<file path="src/rtl/ace_vram_arbiter.sv">
`default_nettype none
// ============================================================================
// Module      : ace_vram_arbiter
// Description : Shares the single-port video RAM between the Z80 and the video
//               fetcher; video fetches always win, the CPU is stalled via
//               cpu_wait. Optional macro ACE_CONTENTION_EN blocks CPU access
//               for the whole active display.
// Revision    : 1.0 - initial release
// ============================================================================
module ace_vram_arbiter #(
    parameter int AW = 10,
    parameter int DW = 8
) (
    input  logic          clk50mhz,
    input  logic          reset,
    input  logic          vid_active,
    input  logic          vid_req,
    input  logic [AW-1:0] vid_addr,
    output logic          vid_ack,
    output logic [DW-1:0] vid_data,
    output logic          vid_ovf,
    input  logic          cpu_req,
    input  logic          cpu_we,
    input  logic [AW-1:0] cpu_addr,
    input  logic [DW-1:0] cpu_din,
    output logic [DW-1:0] cpu_dout,
    output logic          cpu_wait,
    output logic [AW-1:0] ram_addr,
    output logic          ram_we,
    output logic [DW-1:0] ram_din,
    input  logic [DW-1:0] ram_dout
);

    typedef enum logic [2:0] {
        S_IDLE = 3'd0,
        S_VRD  = 3'd1,
        S_VWT  = 3'd2,
        S_CRD  = 3'd3,
        S_CWT  = 3'd4,
        S_CWR  = 3'd5
    } state_t;

    state_t        r_state;
    logic          r_served;
    logic          r_vid_pend;
    logic [AW-1:0] r_vid_paddr;
    logic          w_grant_ok;
    logic          w_vid_busy;
    logic          w_cpu_go;

`ifdef ACE_CONTENTION_EN
    assign w_grant_ok = ~vid_active;
`else
    // vid_active has no influence when the CPU is interleaved between fetches
    assign w_grant_ok = vid_active | 1'b1;
`endif

    assign w_vid_busy = (r_state == S_VRD) || (r_state == S_VWT);
    assign w_cpu_go   = cpu_req & ~r_served & w_grant_ok;
    assign cpu_wait   = cpu_req & ~r_served;

    always_ff @(posedge clk50mhz) begin
        if (reset) begin
            r_state     <= S_IDLE;
            r_served    <= 1'b0;
            r_vid_pend  <= 1'b0;
            r_vid_paddr <= '0;
            ram_addr    <= '0;
            ram_we      <= 1'b0;
            ram_din     <= '0;
            vid_ack     <= 1'b0;
            vid_data    <= '0;
            vid_ovf     <= 1'b0;
            cpu_dout    <= '0;
        end else begin
            vid_ack <= 1'b0;
            if (!cpu_req) begin
                r_served <= 1'b0;
            end

            // A strobe during a CPU cycle is parked; a second one is dropped
            if (vid_req) begin
                if (r_vid_pend || w_vid_busy) begin
                    vid_ovf <= 1'b1;
                end else if (r_state != S_IDLE) begin
                    r_vid_pend  <= 1'b1;
                    r_vid_paddr <= vid_addr;
                end
            end

            case (r_state)
                S_IDLE: begin
                    if (r_vid_pend) begin
                        ram_addr   <= r_vid_paddr;
                        r_vid_pend <= 1'b0;
                        r_state    <= S_VRD;
                    end else if (vid_req) begin
                        ram_addr <= vid_addr;
                        r_state  <= S_VRD;
                    end else if (w_cpu_go) begin
                        ram_addr <= cpu_addr;
                        if (cpu_we) begin
                            ram_din <= cpu_din;
                            ram_we  <= 1'b1;
                            r_state <= S_CWR;
                        end else begin
                            r_state <= S_CRD;
                        end
                    end
                end
                S_VRD: r_state <= S_VWT;
                S_VWT: begin
                    vid_data <= ram_dout;
                    vid_ack  <= 1'b1;
                    r_state  <= S_IDLE;
                end
                S_CRD: r_state <= S_CWT;
                S_CWT: begin
                    cpu_dout <= ram_dout;
                    r_served <= 1'b1;
                    r_state  <= S_IDLE;
                end
                S_CWR: begin
                    ram_we   <= 1'b0;
                    r_served <= 1'b1;
                    r_state  <= S_IDLE;
                end
                default: r_state <= S_IDLE;
            endcase
        end
    end

endmodule
`default_nettype wire

</file>
<file path="config.mk">
export PLATFORM = sky130hd
export DESIGN_NAME = ace_vram_arbiter
export DESIGN_NICKNAME = d
export VERILOG_FILES = /design/src/rtl/ace_vram_arbiter.sv
export SDC_FILE = /design/constraint.sdc
export NUM_CORES = 1
export LEC_CHECK = 0
export ABC_AREA = 1
export CELL_PAD_IN_SITES_DETAIL_PLACEMENT = 1
export CELL_PAD_IN_SITES_GLOBAL_PLACEMENT = 2
export CORE_AREA = 2 2 100 102
export DETAILED_ROUTE_END_ITERATION = 8
export DIE_AREA = 0 0 102 104
export PLACE_DENSITY = 0.87
export RECOVER_POWER = 25
export SLEW_MARGIN = 15
export SYNTH_ARGS = -nofsm -noshare
export SYNTH_HDL_FRONTEND = slang
export SYNTH_SLANG_ARGS = --single-unit
</file>
<file path="constraint.sdc">
create_clock -name clk50mhz -period 1.31 [get_ports clk50mhz]
set_input_delay 0.262 -clock clk50mhz [delete_from_list [all_inputs] [get_ports clk50mhz]]
set_output_delay 0.262 -clock clk50mhz [all_outputs]
set_load 0.05 [all_outputs]
</file>
; ---- Yosys cells after proc, flatten, opt, wreduce, memory -nomap -nowiden
; Cells that the tools add are included.
[classes]
eq_ne = 11
n_reduce_logical = 12
mux = 21
n_bitwise = 5
[op_table]
columns = op, count
row1 = two-way mux 10 bit, 3
row2 = two-way mux 1 bit, 12
row3 = two-way mux 3 bit, 4
row4 = inequality test 2 bit (second input constant), 5
row5 = AND reduction 5 bit, 2
row6 = case mux 3 bit (3 select lines), 1
row7 = equality test 3 x 2 -> 1 bit (second input constant), 2
row8 = equality test 3 bit (second input constant), 2
row9 = nonzero test 3 bit, 2
row10 = inequality test 4 bit (second input constant), 1
row11 = NOT 1 bit, 4
row12 = AND reduction 2 bit, 2
row13 = equality test 3 x 1 -> 1 bit (second input constant), 1
row14 = logical NOT 3 bit, 1
row15 = AND reduction 3 bit, 1
row16 = logical OR 1 bit, 2
row17 = case mux 1 bit (2 select lines), 1
row18 = nonzero test 2 bit, 1
row19 = OR reduction 2 bit, 1
row20 = AND 1 bit, 1
[word_totals]
wordCells = 60
in_bits = 42
register_bits = 52

; ---- Logic depth before layout (Yosys ltp)
[depth]
ltp_word = 7
mapped_depth = 8
ltp_nobuf = 7

; ---- Least setup slack after synthesis
; No wires, ideal clock.
[synth_timing]
path_type = register -> register
startpoint = register r_served
endpoint = register ram_din[0]
path_slack_ns = -0.203
t_arrival_ns = 1.448
setup_time_ns = 0.065
path_stages_with_launch = 6
n_path_buf = 0
t_required_ns = 1.245
path_cell_list = dfxtp_1 nor2_2 nand3_2 nor2_4 o21ai_0 nor2_1
[synth_via]
elab_chain_cells = 3
[synth_rtl]
columns = item, line_no
row1 = "start, declared", 44  ; logic r_served;
row2 = "start signal, assigned", 65  ; r_served <= 1'b0;
row3 = "start signal, assigned", 78  ; r_served <= 1'b0;
row4 = "start signal, assigned", 120  ; r_served <= 1'b1;
row5 = NOT 1 bit, n/a
row6 = AND 1 bit, n/a
row7 = named net cpu_wait, 27  ; output logic cpu_wait,
row8 = AND reduction 5 bit (no line), n/a
row9 = "end signal, assigned", 103  ; ram_din <= cpu_din;
row10 = "end, declared", 30  ; output logic [DW-1:0] ram_din,
; The timed path passes the listed nets, and every way through them passes these cells.
; A chain may end at the register's enable or synchronous reset.

; ---- Final worst setup path
[layout_timing]
startpoint = register r_served
endpoint = output cpu_wait
[layout_via]
elab_chain_cells = 2
[layout_rtl]
columns = item, line_no
row1 = NOT 1 bit, 60  ; assign cpu_wait = cpu_req & ~r_served;
row2 = AND 1 bit, 60
row3 = "end, declared", 27
; No other way between the ends.

==> summary.md <==
| Metric | Value |
|---|---|
| Power Total | `5.71 mW` |
| Die Height | `104 um` |
| DIE AREA | `0.0106 mm^2` |
| CTS tree | `built` |
| Unrepaired setup endpoints after global routing | `true` |
| Vias in the first global route | `2345` |
| Critical Path RT | `1.05 ns` |
| Via count | `2256` |
| Initial core utilization | `22.5%` |
| Die X | `102 um` |
| Post-DR wirelength/cell | `12.7 um` |
| IO Pins | `80` |
| Leakage Power | `1.57 nW` |
| HP Class | `input port to register` |
| CP max stage delay | `0.35 ns` |
| Dpl cells | `524` |
| Post-route ant nets | `0` |
| Total CTS buffers | `5` |
| Startpoint types | `register` |
| Post-synthesis sequential area ratio | `48.5%` |
| Synth top area share | `48.5%` |
| Largest net degree at the start of global routing | `45` |
| Global-route wire length before repair | `11.2 mm` |
| Crit-path cells | `nor2_4, buf_4, buf_12` |
| Tcrit/Tclk final | `96.0%` |
| Critical path type | `register to primary output` |
| Final WS setup | `0.0525 ns` |
| Max_slew headroom | `84.4%` |
| Post-synth top area cell | `dfxtp_1` |
| H-tree Lvls | `2` |
| Vias per cell | `4.22` |
| Commonest non-fill, non-tap cells in the layout | `92 x nor2_1, 48 x dfxtp_1, 47 x o21ai_0` |
| Initial antenna violation count | `0` |
| Core Box Area | `0.00955 mm^2` |
| Worst Tran Pin Value | `0.233 ns` |
| Clock Sink Count | `52` |
| Cell Area, Synth | `0.00215 mm^2` |
| Non-Filler Instances | `534` |
| Fmax | `795 MHz` |
| Setup Skew | `0.0110 ns` |
| Drt drc | `0` |
| Setup crit end kind | `primary output` |
| DRT iter0 DRCs | `48` |
| First-pass DRT Iterations | `4` |
| Clock Pin Slew Worst Setup and Hold Paths | `0.10 ns` |
| Congestion Overflow GR | `0` |
| CP arrival | `1.00 ns` |
| Global placer's final weighted congestion | `0.775` |
| PwrDens | `1510 mW/mm^2` |
| Port bufs | `78` |
| Max cap viols | `0` |
| Final nets | `442` |
| Synth warn | `0` |
| Root Driver | `clkbuf_8` |
| Finish-stage setup viols | `0` |
| Post-synthesis cell type count | `20` |
| Final hold viol count | `0` |
| Fillers | `1135` |
| DRT Wirelength | `6.76 mm` |
| Syn Nets | `350` |
| GRT Total Usage | `13.0%` |
| Slowest CP cell | `dfxtp_2` |
| Post-Syn Area per Cell | `6.97 um^2` |
| Minimum clock period | `1.26 ns` |
| Final Max Tran Viols | `0` |
| FF+latch count, synth | `52` |
| Pre-CTS setup slack | `-0.364 ns` |
| VDD IR max | `0.536 mV` |
| Area grow syn2layout | `76.7%` |
| Clock buffer depth | `2` |
| Post-DP HPWL | `5.19 mm` |
| Share of post-route cells with drive strength above 1 | `22.7%` |
| FP Rows | `36` |
| Worst Path Max Fanout | `2` |
| Synth top area cells | `dfxtp_1 49%, nor2_1 17%, o21ai_0 12%` |
| Clock latency at the later pin of the worst-skew pair | `0.31 ns` |
| Antenna diodes | `0` |
| Status | `completed` |
| Mapped Cells | `308` |
| Leading cell type in the layout, fill and taps excluded | `nor2_1` |
report_power, final:
group | total (mW) | switching, mW | internal, mW | leakage [nW]
clock | 1.20 | 0.570 | 0.626 | 0.0614
sequential | 2.06 | 0.234 | 1.83 | 0.427
combinational | 2.45 | 1.32 | 1.12 | 1.08
total | 5.71 | 2.13 | 3.58 | 1.57
sequential cells by signal, indices dropped and copies added, names as in the netlist:
signal / count
r_vid_pend: 1
r_state: 3
cpu_dout: 8
ram_we: 1
vid_ack: 1
r_vid_paddr: 10
vid_ovf: 1
ram_addr: 10
r_served: 1
ram_din: 8
vid_data: 8
Yosys cell counts:
library cell,instances
nor2_1,95
o21ai_0,53
dfxtp_1,52
nand2_1,38
inv_1,21
nand3_1,13
nor3_1,8
buf_2,5
clkbuf_1,5
nor2_2,4
a21oi_1,3
o21ai_1,3
a31oi_1,1
buf_1,1
buf_4,1
buf_6,1
clkinv_1,1
inv_2,1
nand3_2,1
nor2_4,1
routing by layer:
layer	vias to the layer above	part of all wire (%)	track usage [%]
met4	0	0.83	3.14
met2	62	46	21.5
met3	4	4.8	2.69
met5	-	0	0
met1	1024	48	17.0
li1	1166	-	-
repair_timing:
action	4_1_cts	5_1_grt
setup buffers	1	0
setup endpoints to repair	11	39
resized for setup	7	27
hold buffers	0	0
gates cloned	1	0
pin swaps	3	1
worst paths after layout:
check	from	end	slack, ns	cells after the start
hold reg to reg	r_served$_SDFFE_PP0P_	r_served$_SDFFE_PP0P_	0.49	2
hold / removal	cpu_req	r_served$_SDFFE_PP0P_	0.36	3
setup / recovery	r_served$_SDFFE_PP0P_	cpu_wait	0.05	3
setup reg to reg	r_state[0]$_SDFFE_PP0P_	ram_din[1]$_SDFFE_PP0P_	0.08	6
per-stage QoR:
step,area (um^2),hold WS [ns],util (%),TNS [ns]
after floorplan,2150,0.331,-,0
after global placement,3580,0.463,37.5,-8.48
after detailed placement,3580,0.472,37.5,-9.27
after CTS,3720,0.363,39.0,0
after global routing,3790,0.367,39.7,-0.0329
final,3790,0.360,39.7,0
layout make-up:
| class | count | area, um^2 | share of cell area [%] |
|---|---|---|---|
| multi-input cells | 221 | 1020 | 26.9 |
| inverters | 23 | 92.6 | 2.44 |
| flip-flops and latches | 52 | 1050 | 27.6 |
| repair buffers | 97 | 1350 | 35.5 |
| well taps | 133 | 166 | 4.39 |
| clock inverters | 2 | 38.8 | 1.02 |
| clock buffers | 6 | 82.6 | 2.18 |
kinds of logic (layout without fill, tap and decap cells):
kind of cell / Yosys count / after routing / synth area share (%)
buffers and inverters: 36 / 128 / 7.11
AND/OR/NAND/NOR: 160 / 161 / 30.3
AO/OA/AOI/OAI: 60 / 60 / 14.1
flip-flops: 52 / 52 / 48.5
worst max-delay path, delay by kind of cell (launching register included):
family                 cells  cell delay, ns
buffers and inverters      2            0.24
flip-flops                 1            0.35
AND/OR/NAND/NOR            1            0.09
Power figures use the tool's default switching activity.
